**src/rtl/alu_seq_ctrl.sv**
```systemverilog
// Multicycle control sequencer for the 16-bit bus processor (R0..R7, A, G, ALU).
// Define ALU_SEQ_ILLEGAL_TRAP_EN to trap illegal opcodes into a sticky Error flag.
module alu_seq_ctrl #(
    parameter logic [2:0] ALU_ADD    = 3'b000,
    parameter logic [2:0] ALU_SUB    = 3'b001,
    parameter logic [2:0] ALU_NAND   = 3'b010,
    parameter logic [2:0] ALU_PASS_A = 3'b100
) (
    input  logic        Clock,
    input  logic        Resetn,
    input  logic        Run,
    input  logic [15:0] DIN,
    output logic        IRin,
    output logic [7:0]  Rout,
    output logic [7:0]  Rin,
    output logic        DINout,
    output logic        Gout,
    output logic        Ain,
    output logic        Gin,
    output logic [2:0]  OpSelect,
    output logic        Done,
    output logic        Busy,
    output logic        Error
);

    localparam logic [1:0] T0 = 2'd0;
    localparam logic [1:0] T1 = 2'd1;
    localparam logic [1:0] T2 = 2'd2;
    localparam logic [1:0] T3 = 2'd3;

    localparam logic [2:0] OP_MV   = 3'b000;
    localparam logic [2:0] OP_MVI  = 3'b001;
    localparam logic [2:0] OP_ADD  = 3'b010;
    localparam logic [2:0] OP_SUB  = 3'b011;
    localparam logic [2:0] OP_NAND = 3'b100;

    logic [1:0] step_q, step_d;
    logic [8:0] ir_q, ir_d;

    logic [2:0] opcode, x_sel, y_sel;
    logic       is_alu_op;
    logic       trap;

    logic       irin_c, dinout_c, gout_c, ain_c, gin_c, done_c;
    logic [7:0] rout_c, rin_c;
    logic [2:0] opsel_c;

    // Only the low nine bits of DIN carry the instruction.
    logic unused_din_hi;
    assign unused_din_hi = ^DIN[15:9];

    function automatic logic [7:0] one_hot(input logic [2:0] idx);
        one_hot = 8'b0000_0001 << idx;
    endfunction

    assign opcode    = ir_q[8:6];
    assign x_sel     = ir_q[5:3];
    assign y_sel     = ir_q[2:0];
    assign is_alu_op = (opcode == OP_ADD) || (opcode == OP_SUB) || (opcode == OP_NAND);

    always_comb begin
        // NOTE: every always_comb output gets a default first so no path leaves it unassigned (no latch).
        ir_d     = ir_q;
        irin_c   = 1'b0;
        rout_c   = '0;
        rin_c    = '0;
        dinout_c = 1'b0;
        gout_c   = 1'b0;
        ain_c    = 1'b0;
        gin_c    = 1'b0;
        opsel_c  = ALU_PASS_A;
        done_c   = 1'b0;
        trap     = 1'b0;

        case (step_q)
            T0: begin
                irin_c = Run;
                if (Run) begin
                    ir_d = DIN[8:0];
                end
            end
            T1: begin
                case (opcode)
                    OP_MV: begin
                        rout_c = one_hot(y_sel);
                        rin_c  = one_hot(x_sel);
                        done_c = 1'b1;
                    end
                    OP_MVI: begin
                        dinout_c = 1'b1;
                        rin_c    = one_hot(x_sel);
                        done_c   = 1'b1;
                    end
                    OP_ADD, OP_SUB, OP_NAND: begin
                        rout_c = one_hot(x_sel);
                        ain_c  = 1'b1;
                    end
                    default: begin
`ifdef ALU_SEQ_ILLEGAL_TRAP_EN
                        trap   = 1'b1;
`else
                        done_c = 1'b1;
`endif
                    end
                endcase
            end
            T2: begin
                if (is_alu_op) begin
                    rout_c = one_hot(y_sel);
                    gin_c  = 1'b1;
                    case (opcode)
                        OP_ADD:  opsel_c = ALU_ADD;
                        OP_SUB:  opsel_c = ALU_SUB;
                        default: opsel_c = ALU_NAND;
                    endcase
                end
            end
            default: begin
                if (is_alu_op) begin
                    gout_c = 1'b1;
                    rin_c  = one_hot(x_sel);
                    done_c = 1'b1;
                end
            end
        endcase
    end

    // T0 waits for Run; any finishing or trapping step falls back to T0.
    always_comb begin
        if (step_q == T0) begin
            step_d = Run ? T1 : T0;
        end else if (done_c || trap) begin
            step_d = T0;
        end else begin
            step_d = step_q + 2'd1;
        end
    end

    always_ff @(posedge Clock or negedge Resetn) begin
        if (!Resetn) begin
            step_q <= T0;
            // NOTE: IR is reset too, so decode never sees X after reset release.
            ir_q   <= '0;
        end else begin
            // NOTE: sequential state uses non-blocking assignments only.
            step_q <= step_d;
            ir_q   <= ir_d;
        end
    end

`ifdef ALU_SEQ_ILLEGAL_TRAP_EN
    logic error_q, error_d;

    assign error_d = error_q | trap;

    always_ff @(posedge Clock or negedge Resetn) begin
        if (!Resetn) begin
            error_q <= 1'b0;
        end else begin
            error_q <= error_d;
        end
    end

    assign Error = error_q;
`else
    assign Error = 1'b0;
`endif

    // Outputs are forced idle while reset is held, even if Run is high.
    assign IRin     = Resetn & irin_c;
    assign Rout     = Resetn ? rout_c : 8'h00;
    assign Rin      = Resetn ? rin_c : 8'h00;
    assign DINout   = Resetn & dinout_c;
    assign Gout     = Resetn & gout_c;
    assign Ain      = Resetn & ain_c;
    assign Gin      = Resetn & gin_c;
    assign OpSelect = Resetn ? opsel_c : ALU_PASS_A;
    assign Done     = Resetn & done_c;
    assign Busy     = Resetn & (step_q != T0);

endmodule

```
**config.mk**
```make
export PLATFORM = sky130hd
export DESIGN_NAME = alu_seq_ctrl
export DESIGN_NICKNAME = d
export VERILOG_FILES = /design/src/rtl/alu_seq_ctrl.sv
export SDC_FILE = /design/constraint.sdc
export NUM_CORES = 1
export LEC_CHECK = 0
export BUFFER_PORTS_ARGS = -buffer_cell sky130_fd_sc_hd__buf_2
export CAP_MARGIN = 20
export CORE_ASPECT_RATIO = 0.75
export CORE_MARGIN = 1.5
export CORE_UTILIZATION = 40
export DETAILED_ROUTE_END_ITERATION = 12
export GPL_ROUTABILITY_DRIVEN = 1
export GPL_TIMING_DRIVEN = 0
export PLACE_DENSITY = 0.73
export SYNTH_ARGS = -nofsm -noshare
export SYNTH_HDL_FRONTEND = slang
export SYNTH_SLANG_ARGS = --single-unit
```
**constraint.sdc**
```tcl
create_clock -name Clock -period 3.1 [get_ports Clock]
set_clock_uncertainty 0.15 [all_clocks]
set_input_delay 0 -clock Clock [delete_from_list [all_inputs] [get_ports Clock]]
set_output_delay 0 -clock Clock [all_outputs]
set_load 0.02 [all_outputs]
```
==> results.toml, run 1 <==
[cells_and_area]
design_area_um2 = 1280
layout.cells.non_filler = 178
multiInputGateArea_um2 = 608
area_growth_pct = 39.9
register_area_um2 = 275
final_layout_size_suffix_gt1_frac = 0.373
num-fill-cells = 180
nNetsFinal = 178

[timing]
slew_violations = 0
fin_ws_ns = 0.766
slew_headroom = 0.601
fin_crit_ns = 2.33
tns_ns = 0
finalHoldViolations = 0
rsz0062_at_grt = "false"
max_freq_mhz = 428
setup_violations = 0
tightest_slew_ns = 0.593
finalCritPeriodShare = 0.753

[placed_design]
dpl_cell_area_um2 = 1130
post-place-ws_ns = 1.07
dp_cells = 161
hpwl_um = 1810
io_buffer_count = 37
place_congestion = 0.856

[synthesis]
synthAdderAreaFrac = 0.0685
synth_edf_count = 0
yosysSeqAreaShare = 0.301
syn-num-nets = 124
synth_xor_area_frac = 0
synth-compound-area-share = 0.186
ys_warn_count = 0
synth_area_um2 = 913
synth.area.mux_share = 0.111
synth-simple-area-share = 0.296
synth_cell_types = 33
ys.flop_type = "dfrtp_1"
ys_seq_elements = 11
synthCells = 100
synth_top_family_by_area = "simple AND/OR/NAND/NOR gates"
ys_async_sr_fraction = 1.00
postSynthAreaPerCell_um2 = 9.13

[critical_path]
critPathCaptureType = "output port"
r2r_start = "step_q[0]"
ff2ff_setup_slack_ns = 1.14
crit_required_ns = 2.95
path_class = "reg2out"
crit_arrival_ns = 2.18
critPathMaxFanout = 8
cp-start-kind = "register"
timing.rr.end = "ir_q[6]"
reg2regPathDepth = 5
crit_start = "step_q[1]"

[status]
status = "finished, violations left"
violations = "design-rule violations"

[clocking]
cts_made_buffers = 3
cts_root_buffer = "clkbuf_4"
clockBufferDepth = 2
cts_htree_levels = 1
cts_tree = "built"
cts_sinks = 11
worstSkewPairLatency_ns = 0.27
clkTransAtPathRegs_ns = 0.07
cts_resized = 0

[detailed_routing]
wl_per_cell_um = 14.2
final_antenna_net_count = 0
vias = 1007
first_pass_iters = 9
via_per_inst = 5.66
postRouteWirelength_um = 2520
drtIter0Drc = 66
drc = 8

[pwr]
powerDensity_nw_per_um2 = 706
ir_drop_v = 0.000446
p_leak_uw = 0.000597

[grt]
grt_pass1_wl_um = 4050
grt_util_all_layers = 0.209
grt_pass1_vias = 928
antenna_found_initial = 0
globalRouteOverflowTotal = 0
grt_max_degree = 12

[worst_hold_path]
min_to = "step_q[0]"
min_path_type = "in2reg"
min_from = "Run"
hold_depth = 4

[run]
maxCapViolCount = 0

[die]
initial_core_util = 0.438
die-height_um = 44.4
coreArea_um2 = 2080
die_x_um = 58.2
die-area_um2 = 2580
ios = 46
rows = 14
[layer usage]
layer  vias to the layer above  track usage  share of wire
met4                         0        0.121          0.016
met1                       466        0.264           0.43
met2                        55        0.350           0.48
met5                         -            0              0
li1                        478            -              -
met3                         8       0.0263          0.073
[where the power goes]
part | switching (uW) | internal, uW | leakage [uW]
clock network | 51.8 | 50.0 | 0.0000150
registers | 115 | 212 | 0.000131
logic | 250 | 222 | 0.000451
total | 417 | 484 | 0.000597
[worst max-delay path: stages, from the launching register on]
cell and delay, ns:
dfrtp_1 0.42, inv_1 0.09, ha_1 0.26, or3b_1 0.39, a21o_4 0.26, a2111oi_4 0.27, buf_2 0.21
[through the flow]
step,hold WS (ns),util,total power (uW)
final,0.146,0.613,901
after global routing,0.185,0.612,971
after CTS,0.159,0.612,890
after detailed placement,-0.251,0.541,770
after global placement,-0.259,0.541,743
after floorplan,-0.446,-,644
[synthesized netlist by cell type (all sizes together) (2+ instances only)]
cell type  count  area (um^2)
dfrtp         11          275
nand3          3         15.0
nand2         11         43.8
o22ai          8         50.1
o2111ai        2         17.5
o31ai          2         15.0
ha             5         62.6
nor2b          5         31.3
nand4b         2         17.5
clkbuf         2         7.51
mux2           9          101
nand2b         3         18.8
nor2           5         18.8
inv            4         15.0
a21oi          8         40.0
nor4b          2         17.5
and2           2         12.5
or2            2         12.5
[sequential cells by signal, summed over array words and instances, names as in the netlist]
signal and cells:
ir_q 9, step_q 2
[placed cells by master (no fill, tap or decap), types with 3 or more instances in the layout]
cell and n:
a21oi_1 8, buf_2 37, clkbuf_1 3, clkbuf_4 3
dfrtp_1 11, dlygate4sd3_1 12, ha_1 5, inv_1 4
mux2_2 9, nand2_1 10, nand2b_1 3, nand3_1 3
nor2_1 5, nor2b_1 5, o22ai_1 8
[how the worst max path moves through the flow]
stage             end  cells past startpoint
2_1_floorplan  Rin[5]                      5
3_3_place_gp   Rin[5]                      6
3_5_place_dp   Rin[5]                      6
4_1_cts        Rin[5]                      6
5_1_grt        Rin[5]                      6
6_report       Rin[5]                      6
[logic make-up after synthesis]
| family | Yosys count |
|---|---|
| AOI/OAI and AO/OA | 23 |
| muxes | 9 |
| other | 1 |
| and+or+nand+nor | 44 |
| buffers and inverters | 7 |
| DFF | 11 |
| adders and majority gates | 5 |
[final cells by class]
type,instances,share of cell area
clock buffer,4,0.0206
tap,24,0.0235
sequential,11,0.215
multi-input combinational,82,0.476
buffer,3,0.0118
timing repair buffer,49,0.239
antenna,1,0.00196
inverter,4,0.0118
[timing repair]
| action | 4_1_cts | 5_1_grt |
|---|---|---|
| buffers inserted | 0 | 0 |
| hold buffers | 12 | 0 |
| endpoints found under the hold margin | 20 | 0 |
Power figures use the tool's default switching activity.
==> run 2, diff against run 1 <==
Clock period 3.1 ns to 2.3 ns, I/O delays scaled along.
==> run 2 against run 1 <==
Effect of this change:
- the flow still finishes with violations (design-rule violations)
- non-clock buffer count is 1 higher
- first-iteration DRC count increased by 11%
- sequential power rose by 40%
- cell count unchanged
- wire length grew 0.32%
- setup slack worse by 0.67 ns
- global-route usage is the same
- sequential share of layout area shrank 0.70 points
- clock power increased by 35%
- clock-buffer cell count is the same
- die area unchanged
- highest routed layer unchanged
==> results.toml, run 2 (synthesized netlist as in run 1, its figures left out) <==
[status]
status = "finished, violations left"
violations = "design-rule violations"

[critical_path]
crit_chain = "ha_2, or3b_1, a21o_4, a2111oi_4, buf_4"
critical-path-slowest-cell = "dfrtp_2"
critPathMaxStageDelay_ns = 0.44
crit_start = "step_q[0]"
path_class = "reg2out"
path_delay_family = "compound AO/OA/AOI/OAI gates"
crit_arrival_ns = 2.06
cp-start-kind = "register"
r2r_start = "step_q[0]"
path_buf_inv = 1
critPathMaxFanout = 8
crit_required_ns = 2.15
critPathCaptureType = "output port"

[detailed_routing]
first_pass_iters = 8
postRouteWirelength_um = 2530
drtIter0Drc = 73
drc = 4
via_per_inst = 5.63
wl_per_cell_um = 14.2
final_antenna_net_count = 0
vias = 1002

[die]
die_x_um = 58.2
rows = 14
coreArea_um2 = 2080
die-height_um = 44.4
die-area_um2 = 2580
ios = 46
initial_core_util = 0.438

[pwr]
power_uw = 1270
p_leak_uw = 0.000602
netSwitchingFraction = 0.463
p_sw_uw = 588
p_comb_frac = 0.530
ir_drop_v = 0.000632
internal_power_uw = 682
powerDensity_nw_per_um2 = 957
clock_power_share = 0.108
power_frac_seq = 0.362

[timing]
setup_violations = 0
slew_violations = 0
finalCritPeriodShare = 0.959
slew_headroom = 0.628
tns_ns = 0
max_freq_mhz = 453
tightest_slew_ns = 0.550
finalHoldViolations = 0
rsz0062_at_grt = "false"
fin_crit_ns = 2.21
fin_ws_ns = 0.0934

[cells_and_area]
area_growth_pct = 45.2
nNetsFinal = 179
final_common_cell = "buf_2"
diodes = 0
largest_reg_flops = 9
largest_register = "ir_q"
final_cell_mix = "buf_2, dlygate4sd3_1, nand2_1, dfrtp_1, mux2_2"
fin_util = 0.636
design_area_um2 = 1330
largest_registers = "ir_q x9, step_q x2"
final_layout_size_suffix_gt1_frac = 0.422

[clocking]
cts_made_buffers = 3
cts_tree = "built"
clkTransAtPathRegs_ns = 0.07
worstSkewPairLatency_ns = 0.27
cts_root_buffer = "clkbuf_4"
cts_sinks = 11
cts_htree_levels = 1
clockBufferDepth = 2

[placed_design]
io_buffer_count = 37
dpl_cell_area_um2 = 1130
place_congestion = 0.856
hpwl_um = 1810
post-place-ws_ns = 0.271

[grt]
met3_usage = 0.0263
use_met2 = 0.350
grt_pass1_vias = 928
top_usage_layer = "met2"
grt_max_degree = 12
met1_usage = 0.264
antenna_found_initial = 0
grt_pass1_wl_um = 4050
grt_util_all_layers = 0.209
globalRouteOverflowTotal = 0

[worst_hold_path]
min_from = "Run"
min_path_type = "in2reg"

[run]
maxCapViolCount = 0
## run 2: changes by cell type in the layout (fill, tap and decap cells not counted), sizes merged
cell	previous run	this run
buf	38	39
diode	1	0
## run 2: layout make-up
type | instances | area (um^2)
Buffer | 3 | 15.0
Clock buffer | 4 | 26.3
Inverter | 4 | 15.0
Fill cell | 168 | 758
Multi-Input combinational cell | 82 | 648
Tap cell | 24 | 30.0
Sequential cell | 11 | 277
Timing Repair Buffer | 50 | 315
## run 2: power groups by stage
stage | clock, uW | combinational, uW | sequential [uW]
floorplan | 0 | 474 | 394
global route | 154 | 733 | 473
CTS | 138 | 627 | 437
finish | 138 | 673 | 459
global placement | 0 | 571 | 430
detailed placement | 0 | 597 | 440
## run 2: per-layer routing
metal | wire [um] | vias to the layer above
met2 | 1200 | 48
li1 | - | 480
met3 | 179 | 8
met1 | 1090 | 466
met4 | 63 | 0
met5 | 0 | -
## run 2: worst paths after layout
path	endpoint	slack, ns	cells after the start
max	Rin[5]	0.09	5
min	step_q[0]	0.13	4
max reg2reg	ir_q[6]	0.32	5
min reg2reg	ir_q[2]	0.42	1
max in group asynchronous	step_q[0]	0.96	3
min in group asynchronous	ir_q[3]	0.66	3
## run 2: per-stage QoR
stage	std cells	hold WS (ns)
2_1_floorplan	100	-0.446
3_3_place_gp	161	-0.259
3_5_place_dp	161	-0.251
4_1_cts	177	0.159
5_1_grt	178	0.185
6_report	178	0.135
## run 2: what timing repair did
| item | CTS | global route |
|---|---|---|
| gates cloned | 0 | 0 |
| hold buffers | 12 | 0 |
| hold endpoints to repair | 20 | 0 |
| setup buffers | 0 | 1 |
| pin swaps | 0 | 1 |
| resized for setup | 1 | 9 |
| endpoints found under the setup margin | 1 | 9 |
## run 2: worst min-delay path, cell delays in order
cell	delay [ns]
buf_2	0.07
nand2_1	0.06
clkbuf_1	0.25
nand2b_1	0.14
==> run 3, diff against run 2 <==
Settings changed: CORE_MARGIN 1.5 to unset.
==> run 3 against run 2 <==
Effect of this change:
- the flow still finishes with violations (design-rule violations)
- non-clock buffer count down 2
- sequential cell count unchanged
- cell count down 1.1%
- setup slack lost 0.026 ns
- combinational power about the same
- wire length rose by 4.3%
- die area decreased by 3.9%
- clock-buffer cell count is the same
- first-iteration DRC count decreased by 18%
- register-to-register slack got worse by 0.02 ns
==> results.toml, run 3 (synthesized netlist as in run 1, its figures left out) <==
[status]
status = "finished, violations left"
violations = "design-rule violations"

[pwr]
ir_drop_v = 0.000541
powerDensity_nw_per_um2 = 971
p_leak_uw = 0.000595

[placed_design]
post-place-ws_ns = 0.228
place_congestion = 0.800
hpwl_um = 1920
io_buffer_count = 37

[cells_and_area]
largest_reg_flops = 9
largest_register = "ir_q"
area_growth_pct = 43.8
nNetsFinal = 177
final_cell_mix = "buf_2, dlygate4sd3_1, dfrtp_1"
fin_util = 0.630
final_layout_size_suffix_gt1_frac = 0.421
final_common_cell = "buf_2"
largest_registers = "ir_q x9, step_q x2"
diodes = 0

[die]
die-height_um = 43.4
die-area_um2 = 2480
die_x_um = 57.2
ios = 46
rows = 14
coreArea_um2 = 2080
initial_core_util = 0.438

[clocking]
worstSkewPairLatency_ns = 0.26
clockBufferDepth = 2
cts_tree = "built"
cts_made_buffers = 3
cts_root_buffer = "clkbuf_4"
cts_sinks = 11
clkTransAtPathRegs_ns = 0.07
cts_htree_levels = 1

[critical_path]
cp-start-kind = "register"
crit_arrival_ns = 2.08
path_class = "reg2out"
crit_required_ns = 2.15
ff2ff_setup_slack_ns = 0.30
critPathMaxFanout = 8
critPathCaptureType = "output port"

[detailed_routing]
drtIter0Drc = 60
first_pass_iters = 8
drc = 7
via_per_inst = 5.61
final_antenna_net_count = 0
wl_per_cell_um = 15.0
postRouteWirelength_um = 2640
vias = 988

[timing]
finalHoldViolations = 0
tightest_slew_ns = 0.546
slew_headroom = 0.636
fin_crit_ns = 2.23
setup_violations = 0
fin_ws_ns = 0.0672
max_freq_mhz = 448
rsz0062_at_grt = "false"
slew_violations = 0
tns_ns = 0
finalCritPeriodShare = 0.971

[grt]
grt_pass1_wl_um = 4200
antenna_found_initial = 0
grt_max_degree = 15
grt_pass1_vias = 986
globalRouteOverflowTotal = 0
grt_util_all_layers = 0.219

[worst_hold_path]
min_path_type = "in2async"

[run]
maxCapViolCount = 0
-- run 3: cell types whose count changed in the layout (fill, tap and decap cells not counted) --
cell / delta
dfrtp_2: -1
dlygate4sd3_1: -1
nor4b_1: -1
buf_4: -1
dfrtp_1: +1
nor4b_2: +1
-- run 3: critical path, cell delays in order, from the launching register on --
cell and delay, ns:
dfrtp_1 0.44, inv_2 0.10, ha_4 0.16, or3b_1 0.37
a21o_4 0.26, a2111oi_4 0.29, buf_4 0.19
-- run 3: metal layers --
layer	part of all wire	GRT usage
met5	0	0
met4	0.0042	0.0829
met3	0.039	0.0179
met2	0.51	0.409
met1	0.44	0.265
-- run 3: metrics by stage --
| step | power (uW) | instances | hold WS [ns] | instance area [um^2] |
|---|---|---|---|---|
| 6_report | 1280 | 176 | 0.0271 | 1310 |
| 5_1_grt | 1350 | 176 | 0.0466 | 1310 |
| 4_1_cts | 1230 | 176 | 0.000134 | 1280 |
| 3_5_place_dp | 1050 | 161 | -0.252 | 1130 |
| 3_3_place_gp | 1000 | 161 | -0.254 | 1130 |
| 2_1_floorplan | 868 | 100 | -0.446 | 913 |
-- run 3: layout make-up --
| type | instances | area [um^2] |
|---|---|---|
| plain buffers | 3 | 15.0 |
| clock buffers | 4 | 26.3 |
| fillers | 176 | 771 |
| inverters | 4 | 15.0 |
| multi-input cells | 82 | 654 |
| flip-flops and latches | 11 | 275 |
| well taps | 24 | 30.0 |
| repair buffers | 48 | 298 |
-- run 3: what timing repair did --
| item | in CTS | in global routing |
|---|---|---|
| setup endpoints to repair | 1 | 9 |
| gates resized for setup | 3 | 7 |
| setup buffers | 0 | 0 |
| endpoints found under the hold margin | 20 | 0 |
| pin swaps | 0 | 1 |
| hold buffers | 11 | 0 |
-- run 3: report_power, final --
group / switching, uW / internal (uW)
registers: 188 / 286
clock network: 64.0 / 67.0
logic: 346 / 324
total: 599 / 676
-- run 3: worst paths after layout --
kind | start | endpoint | cells after the start
max | step_q[1] | Rin[5] | 6
min | Resetn | step_q[1] | 2
max reg2reg | step_q[0] | ir_q[6] | 5
min reg2reg | ir_q[2] | ir_q[2] | 1
max in group asynchronous | Resetn | ir_q[7] | 2
min in group Clock | Run | step_q[0] | 4
